**src/rtl/pmsm_solver_sequencer_if.sv**
```systemverilog
// Solver-side control/status bundle between the sequencer (master) and the
// PMSM state solver (slave).
interface pmsm_solver_sequencer_if #(
   parameter int W = 35
);
   logic                sol_enable;
   logic                sol_trigger;
   logic                sol_load;
   logic                sol_update_param;
   logic                sol_param_ready;
   logic                sol_valid;
   logic signed [W-1:0] sol_id;
   logic signed [W-1:0] sol_iq;
   logic signed [W-1:0] sol_omega;
   logic signed [W-1:0] sol_theta;

   modport master (
      output sol_enable,
      output sol_trigger,
      output sol_load,
      output sol_update_param,
      input  sol_param_ready,
      input  sol_valid,
      input  sol_id,
      input  sol_iq,
      input  sol_omega,
      input  sol_theta
   );

   modport slave (
      input  sol_enable,
      input  sol_trigger,
      input  sol_load,
      input  sol_update_param,
      output sol_param_ready,
      output sol_valid,
      output sol_id,
      output sol_iq,
      output sol_omega,
      output sol_theta
   );
endinterface

```
**src/rtl/pmsm_solver_sequencer.sv**
```systemverilog
// Host-side sequencer for the PMSM state solver: paces trigger/valid steps
// from a period timer, snapshots each result and guards the solver with a watchdog.
module pmsm_solver_sequencer #(
   parameter int W       = 35,
   parameter int TIMER_W = 16,
   parameter int TIMEOUT = 64
) (
   input  logic                clk,
   input  logic                rst_n,
   input  logic                start,
   input  logic                stop,
   input  logic                load_req,
   input  logic                param_req,
   input  logic                clr_err,
   input  logic [TIMER_W-1:0]  period,
   input  logic [31:0]         n_steps,
   output logic                busy,
   output logic                done,
   output logic                error,
   output logic [31:0]         step_cnt,
   pmsm_solver_sequencer_if.master sol,
   output logic signed [W-1:0] snap_id,
   output logic signed [W-1:0] snap_iq,
   output logic signed [W-1:0] snap_omega,
   output logic signed [W-1:0] snap_theta,
   output logic                snap_valid
);

   localparam int WD_W = $clog2(TIMEOUT + 1);

   typedef enum logic [2:0] {
      S_IDLE,
      S_LOAD,
      S_PARAM,
      S_WAIT_TICK,
      S_TRIG,
      S_WAIT_VALID,
      S_ERR
   } state_t;

   state_t              state_q,        state_d;
   logic [TIMER_W-1:0]  timer_q,        timer_d;
   logic [WD_W-1:0]     wd_q,           wd_d;
   logic                stop_seen_q,    stop_seen_d;
   logic [31:0]         step_cnt_q,     step_cnt_d;
   logic signed [W-1:0] snap_id_q,      snap_id_d;
   logic signed [W-1:0] snap_iq_q,      snap_iq_d;
   logic signed [W-1:0] snap_omega_q,   snap_omega_d;
   logic signed [W-1:0] snap_theta_q,   snap_theta_d;
   logic                snap_valid_q,   snap_valid_d;
   logic                done_q,         done_d;
   logic                error_q,        error_d;
   logic                busy_q,         busy_d;
   logic                sol_enable_q,   sol_enable_d;
   logic                sol_trigger_q,  sol_trigger_d;
   logic                sol_load_q,     sol_load_d;
   logic                sol_upd_q,      sol_upd_d;

   logic [TIMER_W-1:0]  period_eff;
   logic [31:0]         step_cnt_inc;
   logic                wd_expired;

   assign period_eff   = (period == '0) ? TIMER_W'(1) : period;
   assign step_cnt_inc = step_cnt_q + 32'd1;
   assign wd_expired   = (wd_q == WD_W'(TIMEOUT));

   always_comb begin
      state_d      = state_q;
      timer_d      = timer_q;
      wd_d         = wd_q;
      stop_seen_d  = stop_seen_q;
      step_cnt_d   = step_cnt_q;
      snap_id_d    = snap_id_q;
      snap_iq_d    = snap_iq_q;
      snap_omega_d = snap_omega_q;
      snap_theta_d = snap_theta_q;
      snap_valid_d = 1'b0;
      done_d       = 1'b0;
      error_d      = error_q;

      case (state_q)
         S_IDLE: begin
            if (start) begin
               step_cnt_d  = '0;
               timer_d     = period_eff;
               stop_seen_d = 1'b0;
               state_d     = S_WAIT_TICK;
            end else if (param_req) begin
               wd_d    = '0;
               state_d = S_PARAM;
            end else if (load_req) begin
               state_d = S_LOAD;
            end
         end

         S_LOAD: begin
            state_d = S_IDLE;
         end

         S_PARAM: begin
            if (sol.sol_param_ready) begin
               state_d = S_IDLE;
            end else if (wd_expired) begin
               error_d = 1'b1;
               state_d = S_ERR;
            end else begin
               wd_d = wd_q + 1'b1;
            end
         end

         S_WAIT_TICK: begin
            // stop wins over an expiring timer so no trigger escapes
            if (stop) begin
               state_d = S_IDLE;
            end else if (timer_q <= TIMER_W'(1)) begin
               state_d = S_TRIG;
            end else begin
               timer_d = timer_q - 1'b1;
            end
         end

         S_TRIG: begin
            wd_d = '0;
            if (stop) begin
               stop_seen_d = 1'b1;
            end
            state_d = S_WAIT_VALID;
         end

         S_WAIT_VALID: begin
            if (sol.sol_valid) begin
               snap_id_d    = sol.sol_id;
               snap_iq_d    = sol.sol_iq;
               snap_omega_d = sol.sol_omega;
               snap_theta_d = sol.sol_theta;
               snap_valid_d = 1'b1;
               step_cnt_d   = step_cnt_inc;
               if ((n_steps != '0) && (step_cnt_inc == n_steps)) begin
                  done_d  = 1'b1;
                  state_d = S_IDLE;
               end else if (stop_seen_q || stop) begin
                  state_d = S_IDLE;
               end else begin
                  timer_d = period_eff;
                  state_d = S_WAIT_TICK;
               end
            end else begin
               if (stop) begin
                  stop_seen_d = 1'b1;
               end
               if (wd_expired) begin
                  error_d = 1'b1;
                  state_d = S_ERR;
               end else begin
                  wd_d = wd_q + 1'b1;
               end
            end
         end

         S_ERR: begin
            if (clr_err) begin
               error_d = 1'b0;
               state_d = S_IDLE;
            end
         end

         default: begin
            state_d = S_IDLE;
         end
      endcase

      // Solver controls are decoded from the next state so they are registered
      // and line up exactly with the state they belong to.
      busy_d        = (state_d != S_IDLE) && (state_d != S_ERR);
      sol_enable_d  = (state_d != S_ERR);
      sol_trigger_d = (state_d == S_TRIG);
      sol_load_d    = (state_d == S_LOAD);
      sol_upd_d     = (state_d == S_PARAM);
   end

   always_ff @(posedge clk or negedge rst_n) begin
      if (!rst_n) begin
         state_q       <= S_IDLE;
         timer_q       <= '0;
         wd_q          <= '0;
         stop_seen_q   <= 1'b0;
         step_cnt_q    <= '0;
         snap_id_q     <= '0;
         snap_iq_q     <= '0;
         snap_omega_q  <= '0;
         snap_theta_q  <= '0;
         snap_valid_q  <= 1'b0;
         done_q        <= 1'b0;
         error_q       <= 1'b0;
         busy_q        <= 1'b0;
         sol_enable_q  <= 1'b0;
         sol_trigger_q <= 1'b0;
         sol_load_q    <= 1'b0;
         sol_upd_q     <= 1'b0;
      end else begin
         state_q       <= state_d;
         timer_q       <= timer_d;
         wd_q          <= wd_d;
         stop_seen_q   <= stop_seen_d;
         step_cnt_q    <= step_cnt_d;
         snap_id_q     <= snap_id_d;
         snap_iq_q     <= snap_iq_d;
         snap_omega_q  <= snap_omega_d;
         snap_theta_q  <= snap_theta_d;
         snap_valid_q  <= snap_valid_d;
         done_q        <= done_d;
         error_q       <= error_d;
         busy_q        <= busy_d;
         sol_enable_q  <= sol_enable_d;
         sol_trigger_q <= sol_trigger_d;
         sol_load_q    <= sol_load_d;
         sol_upd_q     <= sol_upd_d;
      end
   end

   assign busy                 = busy_q;
   assign done                 = done_q;
   assign error                = error_q;
   assign step_cnt             = step_cnt_q;
   assign snap_id              = snap_id_q;
   assign snap_iq              = snap_iq_q;
   assign snap_omega           = snap_omega_q;
   assign snap_theta           = snap_theta_q;
   assign snap_valid           = snap_valid_q;
   assign sol.sol_enable       = sol_enable_q;
   assign sol.sol_trigger      = sol_trigger_q;
   assign sol.sol_load         = sol_load_q;
   assign sol.sol_update_param = sol_upd_q;

endmodule

```
**src/flat_wrapper.sv**
```systemverilog
// flat-port wrapper written by rule: the top's interface ports become plain ports
module pmsm_solver_sequencer_flat 
#(
   parameter int W       = 35,
   parameter int TIMER_W = 16,
   parameter int TIMEOUT = 64
)
  (clk, rst_n, start, stop, load_req, param_req, clr_err, period, n_steps, busy, done, error, step_cnt, snap_id, snap_iq, snap_omega, snap_theta, snap_valid, sol_sol_enable, sol_sol_trigger, sol_sol_load, sol_sol_update_param, sol_sol_param_ready, sol_sol_valid, sol_sol_id, sol_sol_iq, sol_sol_omega, sol_sol_theta);
  pmsm_solver_sequencer_if #(.W(W)) sol_i ();
  input  logic clk;
  input  logic rst_n;
  input  logic start;
  input  logic stop;
  input  logic load_req;
  input  logic param_req;
  input  logic clr_err;
  input  logic [TIMER_W-1:0] period;
  input  logic [31:0] n_steps;
  output logic busy;
  output logic done;
  output logic error;
  output logic [31:0] step_cnt;
  output logic signed [W-1:0] snap_id;
  output logic signed [W-1:0] snap_iq;
  output logic signed [W-1:0] snap_omega;
  output logic signed [W-1:0] snap_theta;
  output logic snap_valid;
  output wire logic [$bits(sol_i.sol_enable)-1:0] sol_sol_enable;
  output wire logic [$bits(sol_i.sol_trigger)-1:0] sol_sol_trigger;
  output wire logic [$bits(sol_i.sol_load)-1:0] sol_sol_load;
  output wire logic [$bits(sol_i.sol_update_param)-1:0] sol_sol_update_param;
  input wire logic [$bits(sol_i.sol_param_ready)-1:0] sol_sol_param_ready;
  input wire logic [$bits(sol_i.sol_valid)-1:0] sol_sol_valid;
  input wire logic [$bits(sol_i.sol_id)-1:0] sol_sol_id;
  input wire logic [$bits(sol_i.sol_iq)-1:0] sol_sol_iq;
  input wire logic [$bits(sol_i.sol_omega)-1:0] sol_sol_omega;
  input wire logic [$bits(sol_i.sol_theta)-1:0] sol_sol_theta;
  assign sol_sol_enable = sol_i.sol_enable;
  assign sol_sol_trigger = sol_i.sol_trigger;
  assign sol_sol_load = sol_i.sol_load;
  assign sol_sol_update_param = sol_i.sol_update_param;
  assign sol_i.sol_param_ready = sol_sol_param_ready;
  assign sol_i.sol_valid = sol_sol_valid;
  assign sol_i.sol_id = sol_sol_id;
  assign sol_i.sol_iq = sol_sol_iq;
  assign sol_i.sol_omega = sol_sol_omega;
  assign sol_i.sol_theta = sol_sol_theta;
  pmsm_solver_sequencer #(.W(W), .TIMER_W(TIMER_W), .TIMEOUT(TIMEOUT)) u_core (.clk(clk), .rst_n(rst_n), .start(start), .stop(stop), .load_req(load_req), .param_req(param_req), .clr_err(clr_err), .period(period), .n_steps(n_steps), .busy(busy), .done(done), .error(error), .step_cnt(step_cnt), .sol(sol_i), .snap_id(snap_id), .snap_iq(snap_iq), .snap_omega(snap_omega), .snap_theta(snap_theta), .snap_valid(snap_valid));
endmodule
```
**config.mk**
```make
export PLATFORM = sky130hd
export DESIGN_NAME = pmsm_solver_sequencer_flat
export DESIGN_NICKNAME = d
export VERILOG_FILES = /design/src/rtl/pmsm_solver_sequencer_if.sv /design/src/rtl/pmsm_solver_sequencer.sv /design/src/flat_wrapper.sv
export SDC_FILE = /design/constraint.sdc
export NUM_CORES = 1
export LEC_CHECK = 0
export ABC_AREA = 1
export BUFFER_PORTS_ARGS = -buffer_cell sky130_fd_sc_hd__buf_2
export CAP_MARGIN = 10
export CORE_ASPECT_RATIO = 1.2
export CORE_MARGIN = 2
export CORE_UTILIZATION = 46
export DETAILED_ROUTE_END_ITERATION = 12
export PLACE_DENSITY = 0.78
export REMOVE_ABC_BUFFERS = 1
export SLEW_MARGIN = 10
export SYNTH_ARGS = -nofsm -noshare
export SYNTH_HDL_FRONTEND = slang
export SYNTH_SLANG_ARGS = --single-unit
```
**constraint.sdc**
```tcl
create_clock -name clk -period 2.15 [get_ports clk]
set_input_delay 0.43 -clock clk [delete_from_list [all_inputs] [get_ports clk]]
set_output_delay 0.43 -clock clk [all_outputs]
set_load 0.1 [all_outputs]
```
==> impl_metrics.toml, run 1 <==
[clock_tree]
clk_latency_ns = 0.51
clockRootBuffer = "clkbuf_16"
cts_made_buffers = 23
cts_tree = "built"
cts_buffer_depth = 3
clkTransAtPathRegs_ns = 0.06
h-tree-depth = 1
clkSinkCount = 207

[placed_design]
pre_cts_slack_ns = -0.5388
gp_congestion = 0.9340
place.port_buffers = 376
place_area_um2 = 14050
hpwl_mm = 26.95
post-place-cells = 2228

[die]
row_count = 60
ios = 377
coreArea_um2 = 22450
die_x_um = 141.9
start_util_pct = 46.78
dieArea_um2 = 24060
die_y_um = 169.5

[setup_path]
cp_slowest_stage_delay_ns = 0.43
cp.required_ns = 2.53
critical_path.max_fanout = 7
cp_cell_sequence = "nand2_1 > nor2_1 > buf_4 > nand3_1 > nand2_1 > nand3_1 > nand2_1 > nand2_1 > nor2_1 > nand3_2 > nor2_2 > nand3_2 > nand2_4 > nand2_4 > nand2_8 > clkbuf_16 > o31ai_1"
endpoint_kind = "register"
cp_data_arrival_time_ns = 3.00
path_class = "reg -> reg"
cpMostUsedCell = "nand2_1"
slowest_stage = "dfrtp_1"
crit_path_start_kind = "register"

[run]
maxCapViolCount = 0

[yosys]
syn-mean-instance-area_um2 = 7.298
yosysWarnings = 0
synth_edf_count = 0
synthCells = 1439
async_reset_ff_share_pct = 100.0
synth_top_area_share_pct = 49.33
synth_most_common_cell = "nand2_1"
yosysUniqueCellTypes = 45
synthesis.area_um2 = 10500
ys_top_cells_by_count = "688 x nand2_1, 207 x dfrtp_1, 124 x nor2_1, 114 x inv_1, 71 x nand3_1"
synth-seq-cells = 207
ys.flop_type = "dfrtp_1"
yosys-top-cells-area = "dfrtp_1 49%, nand2_1 25%, nor2_1 4.4%"
ys_seq_area_share_pct = 49.33
yosysTopAreaCell = "dfrtp_1"

[drt]
drt_pass1_iterations = 5
routed_wl_mm = 37.93
via_per_inst = 5.082
post_drt_wl_per_cell_um = 16.41
top_layer_used = "met4"
met1_length_mm = 14.08
drt_iter0_markers = 738
dr_wl_met3_mm = 2.797
drc = 0
antenna_left = 0
via_count = 11750
wl_met2_mm = 19.10

[sta]
setup_viol = 23
fmax_mhz = 382.4
rsz0062_at_grt = "yes"
finalHoldViolCount = 0
skew_ns = 0.01541
fin_setup_tns_ns = -9.479
fin_crit_sh_pct = 121.6
slew_viol_final = 0
layout_setup_ws_ns = -0.4650
slew_headroom_pct = 58.61
fin_crit_ns = 2.615
tightest_slew_ns = 0.6209

[power]
p_sw_w = 0.009564
switching_share_pct = 50.56
pwr-share-clk_pct = 22.3
ir_drop_uv = 1145
power.total_w = 0.01891
p_per_area_nw_per_um2 = 1205
seqPwrFrac_pct = 28.2
p_comb_share_pct = 49.6
p_leak_nw = 8.785
internal_power_w = 0.009351

[final_layout]
syn2layout_area_growth_pct = 49.52
stdcell_count = 2311
drive_gt1_share_pct = 37.95
postLayoutCellArea_um2 = 15700
nets = 2207

[global_route]
antenna_found_initial = 9
grt_pass1_vias = 11810
track_usage_pct = 30.08
grt_overflow = 0
grt_pass1_wl_mm = 57.58
grt_max_degree = 95

[outcome]
violations = "negative setup slack"
outcome = "finished, violations left"

[worst_hold_path]
worstHoldPathType = "in -> reg"
==> placed cells by master, fill, tap and decap left out, drive strengths merged, types with 7 or more instances in the layout <==
| cell | count |
|---|---|
| nor4 | 7 |
| a21oi | 16 |
| xor2 | 9 |
| inv | 119 |
| nand2 | 698 |
| clkbuf | 33 |
| o21ai | 54 |
| nor2 | 134 |
| nand4 | 12 |
| diode | 11 |
| dfrtp | 207 |
| buf | 579 |
| o22ai | 18 |
| nor3 | 14 |
| nand3b | 12 |
| nand3 | 73 |
==> registers in the layout (all words and copies together), names as in the netlist <==
name,cells
u_core.wd_q,7
u_core.snap_valid,1
u_core.busy,1
u_core.sol.sol_update_param,1
u_core.state_q,3
u_core.snap_iq,35
u_core.snap_id,35
u_core.sol.sol_trigger,1
u_core.snap_theta,35
u_core.step_cnt,32
u_core.error,1
u_core.stop_seen_q,1
u_core.sol.sol_enable,1
u_core.sol.sol_load,1
u_core.snap_omega,35
u_core.timer_q,16
u_core.done,1
==> timing repair <==
item / CTS / global route
hold buffers: 1 / 0
pin swaps: 10 / 26
endpoints found under the setup margin: 25 / 28
resized for setup: 44 / 111
hold endpoints to repair: 47 / 0
buffers inserted: 18 / 13
cloned: 1 / 2
==> metal layers <==
| metal | global-route usage [%] | vias to the layer above |
|---|---|---|
| met5 | 0 | - |
| met4 | 16.65 | 0 |
| met3 | 6.913 | 138 |
| met2 | 52.05 | 493 |
| met1 | 34.37 | 5480 |
| li1 | - | 5634 |
==> cell families (layout without fill, tap and decap cells) <==
| group | Yosys count | count (layout) | share of synthesized area [%] |
|---|---|---|---|
| AOI/OAI and AO/OA | 98 | 98 | 5.731 |
| xor gates and xnor gates | 12 | 12 | 1.132 |
| other | 0 | 11 | 0 |
| and+or+nand+nor | 956 | 956 | 37.26 |
| DFF | 207 | 207 | 49.33 |
| adders and majority gates | 5 | 5 | 0.5957 |
| buffers and inverters | 161 | 743 | 5.957 |
==> power groups by stage <==
stage | logic [W] | registers [W] | clock network, W
2_1_floorplan | 0.00185 | 0.0102 | 0
3_3_place_gp | 0.00875 | 0.00533 | 0
3_5_place_dp | 0.00888 | 0.00534 | 0
4_1_cts | 0.00908 | 0.00532 | 0.00428
5_1_grt | 0.00986 | 0.00543 | 0.00444
6_report | 0.00937 | 0.00533 | 0.00421
==> final cells by class <==
type	count	area, um2
Timing Repair inverter	1	8.758
Antenna cell	11	27.53
Tap cell	279	349.1
Fill cell	1758	6745
Timing Repair Buffer	583	3690
Sequential cell	207	5182
Clock inverter	11	161.4
Multi-Input combinational cell	1071	5187
Clock buffer	30	641.9
Inverter	118	452.9
==> through the flow <==
stage / hold slack [ns] / util, %
3_5_place_dp: 0.4294 / 62.59
4_1_cts: 0.1030 / 67.55
6_report: 0.1203 / 69.95
2_1_floorplan: 0.1344 / -
5_1_grt: 0.1113 / 69.92
3_3_place_gp: 0.4337 / 62.59
==> final timing paths <==
check / slack [ns] / end / startpoint / cells after the start
setup / recovery: -0.47 / u_core.timer_q[3] / u_core.step_cnt[6] / 17
hold / removal: 0.12 / u_core.snap_omega[19] / sol_sol_omega[19] / 3
setup reg to reg: -0.47 / u_core.timer_q[3] / u_core.step_cnt[6] / 17
hold reg to reg: 0.47 / u_core.snap_id[34] / u_core.snap_id[34] / 2
max in group asynchronous: 0.96 / u_core.snap_valid / rst_n / 3
min in group asynchronous: 0.45 / u_core.snap_omega[14] / rst_n / 2
==> worst max-delay path, delay by kind of cell (launching register included) <==
family	cells	cell delay [ns]
buf+inv	2	0.32
simple gates	14	1.68
flops	1	0.43
compound gates	1	0.06
Power figures use the tool's default switching activity.
==> run 2: changes to the inputs <==
- MAX_ROUTING_LAYER: default -> met4
==> impl_metrics.toml, run 2 (same netlist as run 1, synthesis figures left out) <==
[sta]
layout_setup_ws_ns = -0.4408
finalHoldViolCount = 0
rsz0062_at_grt = "yes"
holdWs_ns = 0.1039
fin_crit_sh_pct = 120.5
slew_viol_final = 0
fmax_mhz = 386.0
fin_setup_tns_ns = -9.187
skew_ns = 0.01367
slew_headroom_pct = 64.34
fin_crit_ns = 2.591
setup_viol = 24
tightest_slew_ns = 0.5386

[final_layout]
multi_input_area_um2 = 5238
syn2layout_area_growth_pct = 50.24
nets = 2223
regArea_um2 = 5186
layout_commonest_cell = "nand2_1"
fillers = 1743
drive_gt1_share_pct = 39.12
final_cell_mix = "635 x nand2_1, 375 x buf_2, 205 x buf_4"

[die]
dieArea_um2 = 24060
die_y_um = 169.5
start_util_pct = 46.78
die_x_um = 141.9
coreArea_um2 = 22450
ios = 377
row_count = 60

[drt]
drt_iter0_markers = 710
via_per_inst = 5.121
via_count = 11910
antenna_left = 0
routed_wl_mm = 38.07
drc = 0
post_drt_wl_per_cell_um = 16.37
drt_pass1_iterations = 5

[setup_path]
r2r_slack_ns = -0.44
path_class = "reg -> reg"
crit_path_start_kind = "register"
cp_data_arrival_time_ns = 3.02
r2r_start = "u_core.step_cnt[0]"
startpoint = "u_core.step_cnt[0]"
setup.worst_path.end = "u_core.step_cnt[4]"
endpoint_kind = "register"
worstRegToRegCells = 16
reg2reg_to = "u_core.step_cnt[4]"
cp.required_ns = 2.58
critical_path.max_fanout = 3

[power]
ir_drop_uv = 1159
p_leak_nw = 8.831
power.total_w = 0.01854
p_per_area_nw_per_um2 = 1175

[placed_design]
gp_congestion = 0.9266
place.port_buffers = 376
pre_cts_slack_ns = -0.5695
hpwl_mm = 27.40

[clock_tree]
h-tree-depth = 1
clkTransAtPathRegs_ns = 0.06
clk_latency_ns = 0.52
clkSinkCount = 207
cts_tree = "built"
cts_made_buffers = 23
cts_buffer_depth = 3
clockRootBuffer = "clkbuf_16"

[worst_hold_path]
worstHoldPathType = "in -> reg"

[outcome]
outcome = "finished, violations left"
violations = "negative setup slack"

[global_route]
grt_pass1_wl_mm = 57.82
grt_max_degree = 84
antenna_found_initial = 10
grt_overflow = 0
track_usage_pct = 31.30
grt_pass1_vias = 11950

[run]
maxCapViolCount = 0
## run 2: cell count changes in the layout (fill, tap and decap cells not counted), sizes merged
| cell | before | now |
|---|---|---|
| bufinv | 4 | 2 |
| clkinv | 6 | 5 |
| inv | 119 | 118 |
| clkinvlp | 1 | 0 |
| clkbuf | 33 | 34 |
| buf | 579 | 597 |
## run 2: layout make-up
cell class | count | area share, %
repair buffers | 600 | 23.89
inverters | 118 | 2.887
well taps | 279 | 2.213
multi-input cells | 1071 | 33.20
diodes | 11 | 0.1745
clock buffers | 32 | 4.179
clock inverters | 7 | 0.5868
flip-flops and latches | 207 | 32.87
## run 2: what timing repair did
item                                    in CTS  in global routing
pin swaps                                   29                 61
hold buffers                                 1                  0
gates cloned                                 0                  1
setup buffers                               25                 16
endpoints found under the setup margin      23                 27
resized for setup                           60                106
endpoints found under the hold margin       45                  0
## run 2: worst min path at each step
| stage | startpoint | end | slack, ns | cells after the start |
|---|---|---|---|---|
| after floorplan | rst_n | u_core.busy | 0.13 | 0 |
| after CTS | sol_sol_id[13] | u_core.snap_id[13] | 0.09 | 3 |
| after detailed placement | rst_n | u_core.snap_id[10] | 0.43 | 1 |
| after global placement | rst_n | u_core.snap_id[10] | 0.43 | 1 |
| after global routing | sol_sol_theta[2] | u_core.snap_theta[2] | 0.10 | 3 |
| final | sol_sol_id[13] | u_core.snap_id[13] | 0.10 | 3 |
## run 2: per-layer routing
metal  up-vias  share of wire [%]  global-route usage [%]
met5         -                  0                       -
li1       5663                  -                       -
met1      5552                 37                   35.59
met4         0                6.1                   17.26
met2       537                 49                   52.43
met3       154                7.5                   5.615
## run 2: stage by stage
stage	cells	area, um2	utilization (%)
floorplan	1396	10320	-
global placement	2232	14090	62.78
detailed placement	2232	14090	62.78
CTS	2297	15250	67.95
global route	2324	15780	70.28
finish	2325	15780	70.29
## run 2: critical path: stages, from the launching register on
cell and delay [ns]:
dfrtp_1 0.44, ha_4 0.19, nand3_1 0.13, buf_4 0.18
nand2_2 0.09, nand2_4 0.08, buf_4 0.14, buf_4 0.12
buf_4 0.12, buf_4 0.12, buf_4 0.12, buf_4 0.12
buf_4 0.12, buf_4 0.12, buf_4 0.12, buf_4 0.12
o22ai_1 0.17
## run 2: report_power, final
part	internal, W	leakage (nW)	switching [W]	total, W
Clock	0.00237	0.372	0.00163	0.00400
Combinational	0.00194	5.78	0.00728	0.00922
Sequential	0.00477	2.68	0.000553	0.00532
==> run 3: changes to the inputs <==
- CORE_AREA: default -> 2 2 147 149
- CORE_ASPECT_RATIO: 1.2 -> default
- CORE_MARGIN: 2 -> default
- CORE_UTILIZATION: 46 -> default
- DIE_AREA: default -> 0 0 149 151
- PLACE_DENSITY: 0.78 -> 0.81
- SLEW_MARGIN: 10 -> 20
- clock period: 2.15 -> 3.2 ns (I/O delays scaled with it)
==> impl_metrics.toml, run 3 (same netlist as run 1, synthesis figures left out) <==
[clock_tree]
post_cts_buffers = 0
clkTransAtPathRegs_ns = 0.06
post_cts_resize_count = 0
clockRootBuffer = "clkbuf_16"
hold_buffers = 0
clk_latency_ns = 0.52
h-tree-depth = 1
clkSinkCount = 207
cts_buffer_depth = 3
cts_tree = "built"
cts_made_buffers = 24

[setup_path]
r2r_slack_ns = 0.32
path_class = "reg -> reg"
cp_data_arrival_time_ns = 3.27
endpoint_kind = "register"
cp.required_ns = 3.59
critical_path.max_fanout = 17
crit_path_start_kind = "register"

[die]
die_y_um = 151
dieArea_um2 = 22500
ios = 377
start_util_pct = 50.43
die_x_um = 149
coreArea_um2 = 20820
row_count = 53

[placed_design]
hpwl_mm = 25.71
place.port_buffers = 376
gp_congestion = 1.029
place_area_um2 = 12670
pre_cts_slack_ns = 0.3632

[power]
switching_share_pct = 51.97
p_leak_nw = 7.522
p_per_area_nw_per_um2 = 882.5
ir_drop_uv = 709.1
internal_power_w = 0.005703
pwr-share-clk_pct = 22.2
seqPwrFrac_pct = 30.1
p_comb_share_pct = 47.7
p_sw_w = 0.006171

[final_layout]
fillers = 1838
syn2layout_area_growth_pct = 28.13
regArea_um2 = 5180
final_cell_mix = "688 x nand2_1, 375 x buf_2, 207 x dfrtp_1"
postLayoutCellArea_um2 = 13460
nets = 2010
multi_input_area_um2 = 4703
layout_commonest_cell = "nand2_1"
drive_gt1_share_pct = 25.38
post-route-util_pct = 64.62

[drt]
antenna_left = 0
drc = 0
routed_wl_mm = 34.11
post_drt_wl_per_cell_um = 16.16
via_count = 10870
drt_pass1_iterations = 5
via_per_inst = 5.149
drt_iter0_markers = 746

[global_route]
grt_overflow = 0
grt_pass1_vias = 10430
grt_pass1_wl_mm = 52.45
track_usage_pct = 30.35
grt_max_degree = 97
antenna_found_initial = 10

[sta]
skew_ns = 0.02465
fin_setup_tns_ns = 0
slew_headroom_pct = 43.47
layout_setup_ws_ns = 0.3185
finalHoldViolCount = 0
tightest_slew_ns = 0.8480
fin_crit_ns = 2.882
setup_viol = 0
rsz0062_at_grt = "no"
slew_viol_final = 0
fin_crit_sh_pct = 90.05
fmax_mhz = 347.0

[run]
maxCapViolCount = 0

[worst_hold_path]
worstHoldPathType = "in -> async"

[outcome]
outcome = "completed"
-- run 3: changes by cell type in the layout (fill, tap and decap cells not counted), sizes merged --
cell,delta
buf,-212
bufinv,-2
clkbuf,+5
clkinvlp,+2
diode,+1
clkinv,-3
dlygate4sd3,-1
-- run 3: worst paths after layout --
kind / from / to / cells past startpoint
min in group clk: sol_sol_theta[0] / u_core.snap_theta[0] / 3
max in group asynchronous: rst_n / u_core.step_cnt[5] / 2
hold reg to reg: u_core.snap_theta[12] / u_core.snap_theta[12] / 2
setup / recovery: u_core.step_cnt[0] / u_core.timer_q[13] / 20
setup reg to reg: u_core.step_cnt[0] / u_core.timer_q[13] / 20
hold / removal: rst_n / u_core.snap_theta[23] / 1
-- run 3: power by group through the flow --
stage	Sequential, W	Clock [W]	Combinational, W
after CTS	0.00357	0.00268	0.00567
after floorplan	0.00685	0	0.00125
after global placement	0.00357	0	0.00559
after global routing	0.00365	0.00280	0.00596
after detailed placement	0.00359	0	0.00567
final	0.00358	0.00264	0.00566
-- run 3: cell type report --
type	count	area share [%]
diodes	12	0.2232
clock buffers	38	5.458
clock inverters	4	0.1860
inverters	118	3.329
multi-input cells	1071	34.95
flip-flops and latches	207	38.50
well taps	275	2.557
repair buffers	386	14.79
-- run 3: metrics by stage --
stage	cells	total power, W	hold slack [ns]
4_1_cts	2099	0.01193	0.08072
2_1_floorplan	1396	0.008093	0.3444
6_report	2111	0.01187	0.06098
3_3_place_gp	2057	0.009160	0.4487
3_5_place_dp	2057	0.009261	0.4528
5_1_grt	2109	0.01241	0.09018
-- run 3: layer usage --
| metal | up-vias | GRT usage, % | wire, um |
|---|---|---|---|
| li1 | 5250 | - | - |
| met1 | 5052 | 36.31 | 13150 |
| met5 | - | - | 0 |
| met4 | 0 | 13.95 | 1526 |
| met3 | 104 | 6.777 | 2835 |
| met2 | 464 | 49.29 | 16600 |
-- run 3: worst max-delay path, cell delays in order, from the launching register on --
cell and delay, ns:
dfrtp_1 0.44, ha_1 0.23, nand2_2 0.11, nor2_8 0.18, nand2_2 0.15, nor2_4 0.18
nand2_1 0.06, nand2_1 0.08, nand2_1 0.07, nand2_1 0.09, nand2_1 0.06, nor2_1 0.09
nand2_1 0.09, nor2_1 0.10, nand3_1 0.17, nand2_2 0.12, nand2_2 0.06, nand2_4 0.17
inv_4 0.13, nand2_1 0.11, o21ai_2 0.06
